==> src/rtl/uart_arb_pkg.sv <==
`default_nettype none
// +----------------------------------------------------------------------------+
// | uart_arb_pkg                                                               |
// | Shared state encoding and width helpers for the UART transmit arbiter.     |
// | Revision: 1.0                                                              |
// +----------------------------------------------------------------------------+
package uart_arb_pkg;

  typedef enum logic [2:0] {
    S_IDLE  = 3'd0,
    S_LOAD  = 3'd1,
    S_START = 3'd2,
    S_ACK   = 3'd3,
    S_DONE  = 3'd4
  } arb_state_t;

  function automatic int id_width(input int n);
    return (n > 1) ? $clog2(n) : 1;
  endfunction

  function automatic int cnt_width(input int t);
    return $clog2(t + 1);
  endfunction

endpackage : uart_arb_pkg
`default_nettype wire

==> src/rtl/rr_arbiter.sv <==
`default_nettype none
// +----------------------------------------------------------------------------+
// | rr_arbiter                                                                 |
// | Combinational round-robin pick: first asserted request at/after ptr.       |
// | Revision: 1.0                                                              |
// +----------------------------------------------------------------------------+
module rr_arbiter #(
  parameter int N   = 4,
  parameter int IDW = 2
) (
  input  logic [N-1:0]   req,
  input  logic [IDW-1:0] ptr,
  output logic [N-1:0]   grant_oh,
  output logic [IDW-1:0] grant_idx,
  output logic           any_req
);

  logic [IDW:0]   w_sum;
  logic [IDW-1:0] w_pos;

  // Scan offsets high to low so the smallest offset from ptr is written last.
  always_comb begin
    grant_oh  = '0;
    grant_idx = '0;
    w_sum     = '0;
    w_pos     = '0;
    for (int k = N - 1; k >= 0; k--) begin
      w_sum = {1'b0, ptr} + (IDW + 1)'(k);
      if (w_sum >= (IDW + 1)'(N)) begin
        w_sum = w_sum - (IDW + 1)'(N);
      end
      w_pos = w_sum[IDW-1:0];
      if (req[w_pos]) begin
        grant_oh        = '0;
        grant_oh[w_pos] = 1'b1;
        grant_idx       = w_pos;
      end
    end
  end

  assign any_req = |req;

endmodule : rr_arbiter
`default_nettype wire

==> src/rtl/uart_tx_arbiter.sv <==
`default_nettype none
// +----------------------------------------------------------------------------+
// | uart_tx_arbiter                                                            |
// | Packet-granular round-robin sharing of one uart_tx between requesters.     |
// | Revision: 1.0                                                              |
// +----------------------------------------------------------------------------+
module uart_tx_arbiter
  import uart_arb_pkg::*;
#(
  parameter int NUM_REQ     = 4,
  parameter int ACK_TIMEOUT = 8
) (
  input  logic                       clk,
  input  logic                       rst_n,
  input  logic [NUM_REQ-1:0]         req_valid,
  input  logic [NUM_REQ*8-1:0]       req_data,
  input  logic [NUM_REQ-1:0]         req_last,
  output logic [NUM_REQ-1:0]         req_ready,
  output logic [7:0]                 tx_data,
  output logic                       tx_start,
  input  logic                       tx_busy,
  output logic                       grant_valid,
  output logic [$clog2(NUM_REQ)-1:0] grant_id,
  output logic                       err_ack_timeout
);

  localparam int IDW = id_width(NUM_REQ);
  localparam int CW  = cnt_width(ACK_TIMEOUT);

  arb_state_t         r_state;
  arb_state_t         w_next_state;
  logic               r_grant_valid;
  logic [IDW-1:0]     r_grant_id;
  logic [NUM_REQ-1:0] r_grant_oh;
  logic [IDW-1:0]     r_ptr;
  logic [CW-1:0]      r_cnt;
  logic [7:0]         r_tx_data;
  logic               r_last;
  logic               r_err;

  logic [NUM_REQ-1:0] w_sel_oh;
  logic [IDW-1:0]     w_sel_idx;
  logic               w_any_req;
  logic [CW-1:0]      w_cnt_inc;
  logic               w_grant_en;
  logic               w_load_en;
  logic               w_timeout;
  logic               w_release;

  rr_arbiter #(
    .N   (NUM_REQ),
    .IDW (IDW)
  ) u_rr_arbiter (
    .req       (req_valid),
    .ptr       (r_ptr),
    .grant_oh  (w_sel_oh),
    .grant_idx (w_sel_idx),
    .any_req   (w_any_req)
  );

  assign w_cnt_inc = r_cnt + 1'b1;

  always_ff @(posedge clk) begin
    if (!rst_n) begin
      r_state <= S_IDLE;
    end else begin
      r_state <= w_next_state;
    end
  end

  always_comb begin
    w_next_state = r_state;
    w_grant_en   = 1'b0;
    w_load_en    = 1'b0;
    w_timeout    = 1'b0;
    w_release    = 1'b0;
    req_ready    = '0;
    tx_start     = 1'b0;
    case (r_state)
      S_IDLE: begin
        if (w_any_req) begin
          w_grant_en   = 1'b1;
          w_next_state = S_LOAD;
        end
      end
      S_LOAD: begin
        if (!tx_busy) begin
          req_ready = r_grant_oh;
          if (|(req_valid & r_grant_oh)) begin
            w_load_en    = 1'b1;
            w_next_state = S_START;
          end
        end
      end
      S_START: begin
        tx_start     = 1'b1;
        w_next_state = S_ACK;
      end
      S_ACK: begin
        // Flag fires on the edge where the count steps onto ACK_TIMEOUT-1.
        if (tx_busy) begin
          w_next_state = S_DONE;
        end else if (w_cnt_inc == CW'(ACK_TIMEOUT - 1)) begin
          w_timeout    = 1'b1;
          w_next_state = S_DONE;
        end
      end
      S_DONE: begin
        if (!tx_busy) begin
          w_release    = r_last;
          w_next_state = r_last ? S_IDLE : S_LOAD;
        end
      end
      default: w_next_state = S_IDLE;
    endcase
  end

  always_ff @(posedge clk) begin
    if (!rst_n) begin
      r_grant_valid <= 1'b0;
      r_grant_id    <= '0;
      r_grant_oh    <= '0;
      r_ptr         <= '0;
      r_cnt         <= '0;
      r_tx_data     <= '0;
      r_last        <= 1'b0;
      r_err         <= 1'b0;
    end else begin
      if (w_grant_en) begin
        r_grant_valid <= 1'b1;
        r_grant_id    <= w_sel_idx;
        r_grant_oh    <= w_sel_oh;
      end
      if (w_load_en) begin
        r_tx_data <= req_data[{r_grant_id, 3'b000} +: 8];
        r_last    <= |(req_last & r_grant_oh);
      end
      if (r_state == S_START) begin
        r_cnt <= '0;
      end else if (r_state == S_ACK) begin
        r_cnt <= w_cnt_inc;
      end
      if (w_timeout) begin
        r_err <= 1'b1;
      end
      if (w_release) begin
        r_grant_valid <= 1'b0;
        r_grant_oh    <= '0;
        r_ptr         <= (r_grant_id == IDW'(NUM_REQ - 1)) ? '0 : r_grant_id + 1'b1;
      end
    end
  end

  assign tx_data         = r_tx_data;
  assign grant_valid     = r_grant_valid;
  assign grant_id        = r_grant_id;
  assign err_ack_timeout = r_err;

endmodule : uart_tx_arbiter
`default_nettype wire

==> config.mk <==
export PLATFORM = sky130hd
export DESIGN_NAME = uart_tx_arbiter
export DESIGN_NICKNAME = d
export VERILOG_FILES = /design/src/rtl/uart_arb_pkg.sv /design/src/rtl/rr_arbiter.sv /design/src/rtl/uart_tx_arbiter.sv
export SDC_FILE = /design/constraint.sdc
export NUM_CORES = 1
export LEC_CHECK = 0
export CAP_MARGIN = 10
export CORE_ASPECT_RATIO = 1.75
export CORE_MARGIN = 3
export CORE_UTILIZATION = 43
export CTS_CLUSTER_DIAMETER = 50
export CTS_CLUSTER_SIZE = 16
export DETAILED_ROUTE_END_ITERATION = 12
export GPL_ROUTABILITY_DRIVEN = 1
export GPL_TIMING_DRIVEN = 0
export PLACE_DENSITY_LB_ADDON = 0.1
export SYNTH_ARGS = -nofsm -noshare
export SYNTH_HDL_FRONTEND = slang
export SYNTH_HIERARCHICAL = 1
export SYNTH_SLANG_ARGS = --single-unit
export TNS_END_PERCENT = 20
==> constraint.sdc <==
create_clock -name clk -period 2.3 [get_ports clk]
set_input_delay 0.46 -clock clk [delete_from_list [all_inputs] [get_ports clk]]
set_output_delay 0.46 -clock clk [all_outputs]
set_load 0.02 [all_outputs]
After elaboration in Yosys (flattened, before gate mapping)
Index checks and enable logic that the tools add are counted.

word-level totals
  flip-flop bits (word level) = 26
  bits in latches = 0
  bits in writable memories = 0
  bits in read-only memories = 0
  output and inout port bits = 17
  word-level logic and storage cells = 106
  memories kept = 0

operators by class
  add/subtract/negate cells = 9
  multipliers = 0
  divide/modulo/power cells = 0
  $lt $le $gt $ge = 12
  equality and inequality tests = 11
  shifts and indexed selects = 1
  muxes and demuxes = 50
  bitwise operators = 3
  reduce and logical (&&, ||, !) cells = 11

operator list
  kind                   count
  $shiftx A32 B6 Y8      1
  $mux W4                6
  $mux W1                20
  $mux W2                9
  $mux W3                6
  $pmux W3 S5            1
  $lt A2 B3 Y1 const B   4
  $reduce_or A4 Y1       3
  $ge A3 B3 Y1 const B   3
  $and A4 B4 Y4          2
  $bmux W1 S2            4
  $demux W1 S2           4
  $ge A2 B1 Y1 const B   4
  $sub A2 B1 Y2 const B  4
  $add A2 B2 Y3 const B  2
  $eq A3 B2 Y1 const B   2
  $ne A2 B2 Y1 const B   3
  $reduce_and A5 Y1      1
  $add A4 B1 Y4 const B  1
  $eq A4 B3 Y1 const B   1
  $logic_and A1 B1 Y1    4
  $reduce_or A2 Y1       2
  $add A2 B1 Y3 const B  1
  $eq A3 B1 Y1 const B   1
  other kinds (8)        8

Longest topological paths before layout
  word-level depth = 11
  gate-level depth with buffers = 10

Cells and area by module
The synthesis kept the hierarchy.

modules (own cells, without submodules)
  module           times used  cells an instance  area each (sq um)
  uart_tx_arbiter  1           149                1477.7
  rr_arbiter       1           62                 498.0

Worst setup path after synthesis
OpenSTA, ideal clock, no wires.

  path type = register to register
  start point = register r_ptr[1]
  end point = register r_grant_oh[1]
  setup time = 65 ps
  data arrival time = 2378 ps
  required time = 2235 ps
  path slack = -143 ps
  stages on the path, launching flop included = 10
  path buffers = 1
  clock period less this slack = 2443 ps
  cell sequence = dfxtp_1 > inv_1 > ha_1 > clkbuf_2 > mux4_2 > or4_1 > a21o_1 > o211ai_1 > mux2i_1 > nor2_1

between the ends
  word-level cells in the longest chain between the ends = 11
  elaborated cells between the ends (all ways) = 47
  those cells by class = 7 x add/sub; 12 x order compare; 24 x mux; 4 x reduce/logical

RTL lines
  what                                                                RTL line                            source
  start, declared                                                     uart_tx_arbiter.sv:35               logic [IDW-1:0] r_ptr;
  start signal, assigned                                              uart_tx_arbiter.sv:149              r_ptr <= (r_grant_id == IDW'(NUM_REQ - 1)) ? '0 : r_grant_id + 1'b1;
  $add A2 B2 Y3                                                       rr_arbiter.sv:28                    w_sum = {1'b0, ptr} + (IDW + 1)'(k);
  $ge A3 B3 Y1 or $sub A2 B1 Y2 (tied branches)                       rr_arbiter.sv:29, rr_arbiter.sv:30
  $mux W2                                                             rr_arbiter.sv:29                    if (w_sum >= (IDW + 1)'(N)) begin
  $lt A2 B3 Y1 (not written as such) or $ge A2 B1 Y1 (tied branches)  rr_arbiter.sv:35                    grant_oh[w_pos] = 1'b1;
  $logic_and A1 B1 Y1 (not written as such)                           rr_arbiter.sv:35
  $mux W1 (not written as such)                                       rr_arbiter.sv:35
  $demux W1 S2                                                        -
  $mux W4 (3 in series)                                               rr_arbiter.sv:33                    if (req[w_pos]) begin
  $mux W4 (*)                                                         rr_arbiter.sv:33
  named net w_sel_oh[1]                                               uart_tx_arbiter.sv:41               logic [NUM_REQ-1:0] w_sel_oh;
  end signal, assigned                                                uart_tx_arbiter.sv:132              r_grant_oh <= w_sel_oh;
  end, declared                                                       uart_tx_arbiter.sv:34               logic [NUM_REQ-1:0] r_grant_oh;

Mark *: on every way through the listed nets, which the timed path passes. The rest lies on a longest branch. The select of a mux whose other input is x is not followed.
A chain may end at the register's enable or synchronous reset.

Worst setup path in the final report
  start point = register r_ptr[0]
  end point = register r_grant_oh[1]

Same word-level chain as after synthesis.

==> impl_metrics.csv <==
group,metric,value,unit
yosys,ys_types,53,
detailed_routing,vias,1857,
worst_setup_path,crit_chain,"buf_8 -> inv_2 -> ha_1 -> clkbuf_8 -> mux4_2 -> or4_1 -> a21o_1 -> o211ai_1 -> mux2i_1 -> nor2_1",
global_routing,grt_pass1_wl,8.24,mm
yosys,synth_edf_count,0,
layout,stdcell_area,2750,um^2
timing,final-hold-violation-count,0,
power_and_ir_drop,leakage,1.10,nW
yosys,syn_avg_cell_area,9.36,um^2
worst_setup_path,crit_fanout,9,
worst_setup_path,crit_path_max_incr_delay,520,ps
worst_setup_path,r2r_start,"r_ptr[0]",
timing,setup_violations,4,
yosys,muxShareOfSynthArea,0.224,
detailed_routing,drt_iter0_markers,35,
yosys,seq_area_frac_synth,0.263,
timing,timing.slew.headroom,0.596,
clock_network,clockBufferDepth,2,
worst_setup_path,cp_num_cells,10,
detailed_routing,ant_nets,0,
layout,layout-drive-gt1-share,0.151,
worst_setup_path,critical_path_buf_inv_count,3,
worst_setup_path,endpoint_kind,"flip-flop",
clock_network,clk_pin_slew,90,ps
worst_setup_path,cp-start-kind,"flip-flop",
yosys,yosys.area_share.xor_xnor,0.00443,
placement,port-buffer-count,59,
detailed_routing,drc,0,
die,dieArea,5480,um^2
timing,finalCritPeriodShare,1.09,
global_routing,gr-usage-all-layers,0.192,
yosys,synthAdderAreaFrac,0.0697,
yosys,synth_cells,211,
layout,syn2layout_area_growth,39.3,%
placement,place_congestion,0.848,
yosys,synth-simple-area-share,0.239,
worst_setup_path,rr_worst_depth,10,
clock_network,cts_hold_buf,0,
yosys,synth_compound_area_frac,0.153,
clock_network,htreeDepth,1,
worst_setup_path,r2r-end,"r_grant_oh[1]",
worst_setup_path,worstSetupPathType,"reg2reg",
power_and_ir_drop,ir_drop,0.521,mV
clock_network,cts_tree,"built",
worst_setup_path,slowest_stage,"or4_1",
worst_hold_path,whs_endpoint,"err_ack_timeout",
worst_hold_path,hold_depth,1,
layout,fin_cells,329,
global_routing,busiest_layer,"met2",
worst_setup_path,worstPathRequired,2520,ps
timing,rsz0062_at_grt,"yes",
clock_network,cts.sinks,26,
worst_hold_path,hold_class,"reg2reg",
global_routing,grt.met1_usage,0.198,
die,boundaryPins,60,
layout,utilization,0.625,
outcome,violations,"setup timing",
worst_setup_path,arrival,2730,ps
worst_hold_path,hp-start,"err_ack_timeout",
yosys,yosysWarningCount,6,
yosys,synth_top_family_by_area,"simple AND/OR/NAND/NOR gates",
global_routing,grt_start_max_net_pins,15,
timing,setup_ws,-210,ps
yosys,ys_ff_latch,26,
timing,worst_pin_slew,603,ps
power_and_ir_drop,power,1.64,mW
placement,post-place-cells,321,
global_routing,globalRouteOverflowTotal,0,
clock_network,cts_buffers,3,
detailed_routing,wirelength,5.22,mm
timing,fmax,398,MHz
yosys,synth_nets,265,
die,initial_core_util,0.449,
power_and_ir_drop,p_per_area,595,nW/um^2
detailed_routing,post_drt_wl_per_cell,15.9,um
global_routing,grt_pass1_vias,1785,
die,core,4400,um^2
timing,report.final.slew_viol_count,0,
timing,period_needed,2510,ps
layout,antenna_cells_inserted,0,
timing,fin_skew,8.50,ps
yosys,syn_area,1980,um^2
outcome,outcome,"finished, violations left",
detailed_routing,viasPerCell,5.64,
clock_network,cts_root_buf,"clkbuf_8",
yosys,async_flop_share,0,
die,die_y,95.7,um
timing,holdWs,474,ps
placement,place_area,2640,um^2
global_routing,met2_usage,0.369,
global_routing,antenna_found_initial,0,
clock_network,clock_latency,270,ps
detailed_routing,dr.pass1.iters,4,
die,die_w,57.2,um
layout,nNetsFinal,333,
placement,hpwl,4.04,mm
die,fp-row-count,32,
global_routing,gr-usage-met3,0.0217,
worst_setup_path,r2r_slack,-210,ps
yosys,synth-main-ff-cell,"dfxtp_1",
run,drv_cap,0,
worst_setup_path,critPathTopFamily,"simple AND/OR/NAND/NOR gates",
-- routing by layer --
metal / vias up / wire length, um
li1: 917 / -
met1: 870 / 2010
met2: 57 / 2850
met3: 13 / 197
met4: 0 / 168
met5: - / 0
-- cells in the final DEF, fill, tap and decap left out, types with 3 or more instances in the layout --
cell,n
clkdlybuf4s50_1,53
dfxtp_1,24
nor2b_1,18
mux2i_1,17
nor2_1,15
ha_1,11
a21oi_1,10
mux4_2,9
and2_1,7
nand2_1,7
a22oi_1,6
nand2b_1,5
o21ai_0,5
clkbuf_8,5
nand4_1,5
inv_1,4
buf_4,4
a31oi_1,4
nand3_1,4
buf_2,3
or4_1,3
nor3_1,3
o21ai_1,3
o21a_1,3
dlygate4sd2_1,3
mux2_2,3
-- sequential cells by signal (all words and copies together) (netlist names) --
name,count
r_grant_oh,4
r_state,3
err_ack_timeout,1
r_ptr,2
grant_id,2
r_last,1
r_cnt,4
tx_data,8
grant_valid,1
-- where the power goes --
group / leakage (nW) / switching [mW] / internal, mW
Combinational: 0.857 / 0.382 / 0.405
Clock: 0.0288 / 0.146 / 0.153
Sequential: 0.213 / 0.0425 / 0.508
Total: 1.10 / 0.571 / 1.07
-- area by class of cell --
| type | count | area, um^2 |
|---|---|---|
| buffer | 11 | 78.8 |
| clock buffer | 4 | 55.1 |
| fill | 393 | 1650 |
| inverter | 7 | 30.0 |
| multi-input combinational | 167 | 1380 |
| sequential | 26 | 528 |
| tap | 51 | 63.8 |
| timing repair buffer | 63 | 621 |
-- cell usage after synthesis, types with 6 or more instances --
cell type | number | area share
a22oi_1 | 6 | 0.023
a21oi_1 | 10 | 0.025
mux4_2 | 9 | 0.10
nand2_1 | 7 | 0.013
nor2b_1 | 18 | 0.057
mux2i_1 | 18 | 0.091
and2_1 | 7 | 0.022
dfxtp_1 | 26 | 0.26
inv_1 | 6 | 0.011
ha_1 | 11 | 0.070
nor2_1 | 15 | 0.028
-- timing repair --
item	4_1_cts	5_1_grt
endpoints found under the hold margin	0	0
endpoints found under the setup margin	9	9
setup buffers	2	2
pin swaps	3	1
resized for setup	9	6
-- logic make-up (layout without fill, tap and decap cells) --
group / after synthesis / count (layout)
fa+ha+maj: 11 / 11
flops: 26 / 26
mux: 31 / 31
buf+inv: 18 / 85
simple gates: 79 / 79
compound gates: 45 / 45
xor+xnor: 1 / 1
-- how the worst max path moves through the flow --
stage                       startpoint            end  slack (ps)
final                         r_ptr[0]  r_grant_oh[1]        -210
after detailed placement  req_valid[2]  r_grant_oh[1]        -480
after floorplan               r_ptr[1]  r_grant_oh[1]           5
after CTS                      tx_busy   req_ready[1]        -240
after global placement    req_valid[3]  r_grant_oh[1]        -490
after global routing          r_ptr[0]  r_grant_oh[1]        -280
-- per-stage QoR --
| stage | setup TNS, ps | worst slack, ps |
|---|---|---|
| finish | -529 | -210 |
| floorplan | 0 | 5.23 |
| global placement | -2680 | -488 |
| global route | -844 | -281 |
| detailed placement | -2680 | -477 |
| CTS | -729 | -241 |
-- worst register-to-register path, stage by stage, from the launching register on --
cell	delay (ps)
dfxtp_4	400
buf_8	140
inv_2	70
ha_1	290
clkbuf_8	160
mux4_2	340
or4_1	520
a21o_1	170
o211ai_1	150
mux2i_1	120
nor2_1	110
Power figures use the tool's default switching activity.
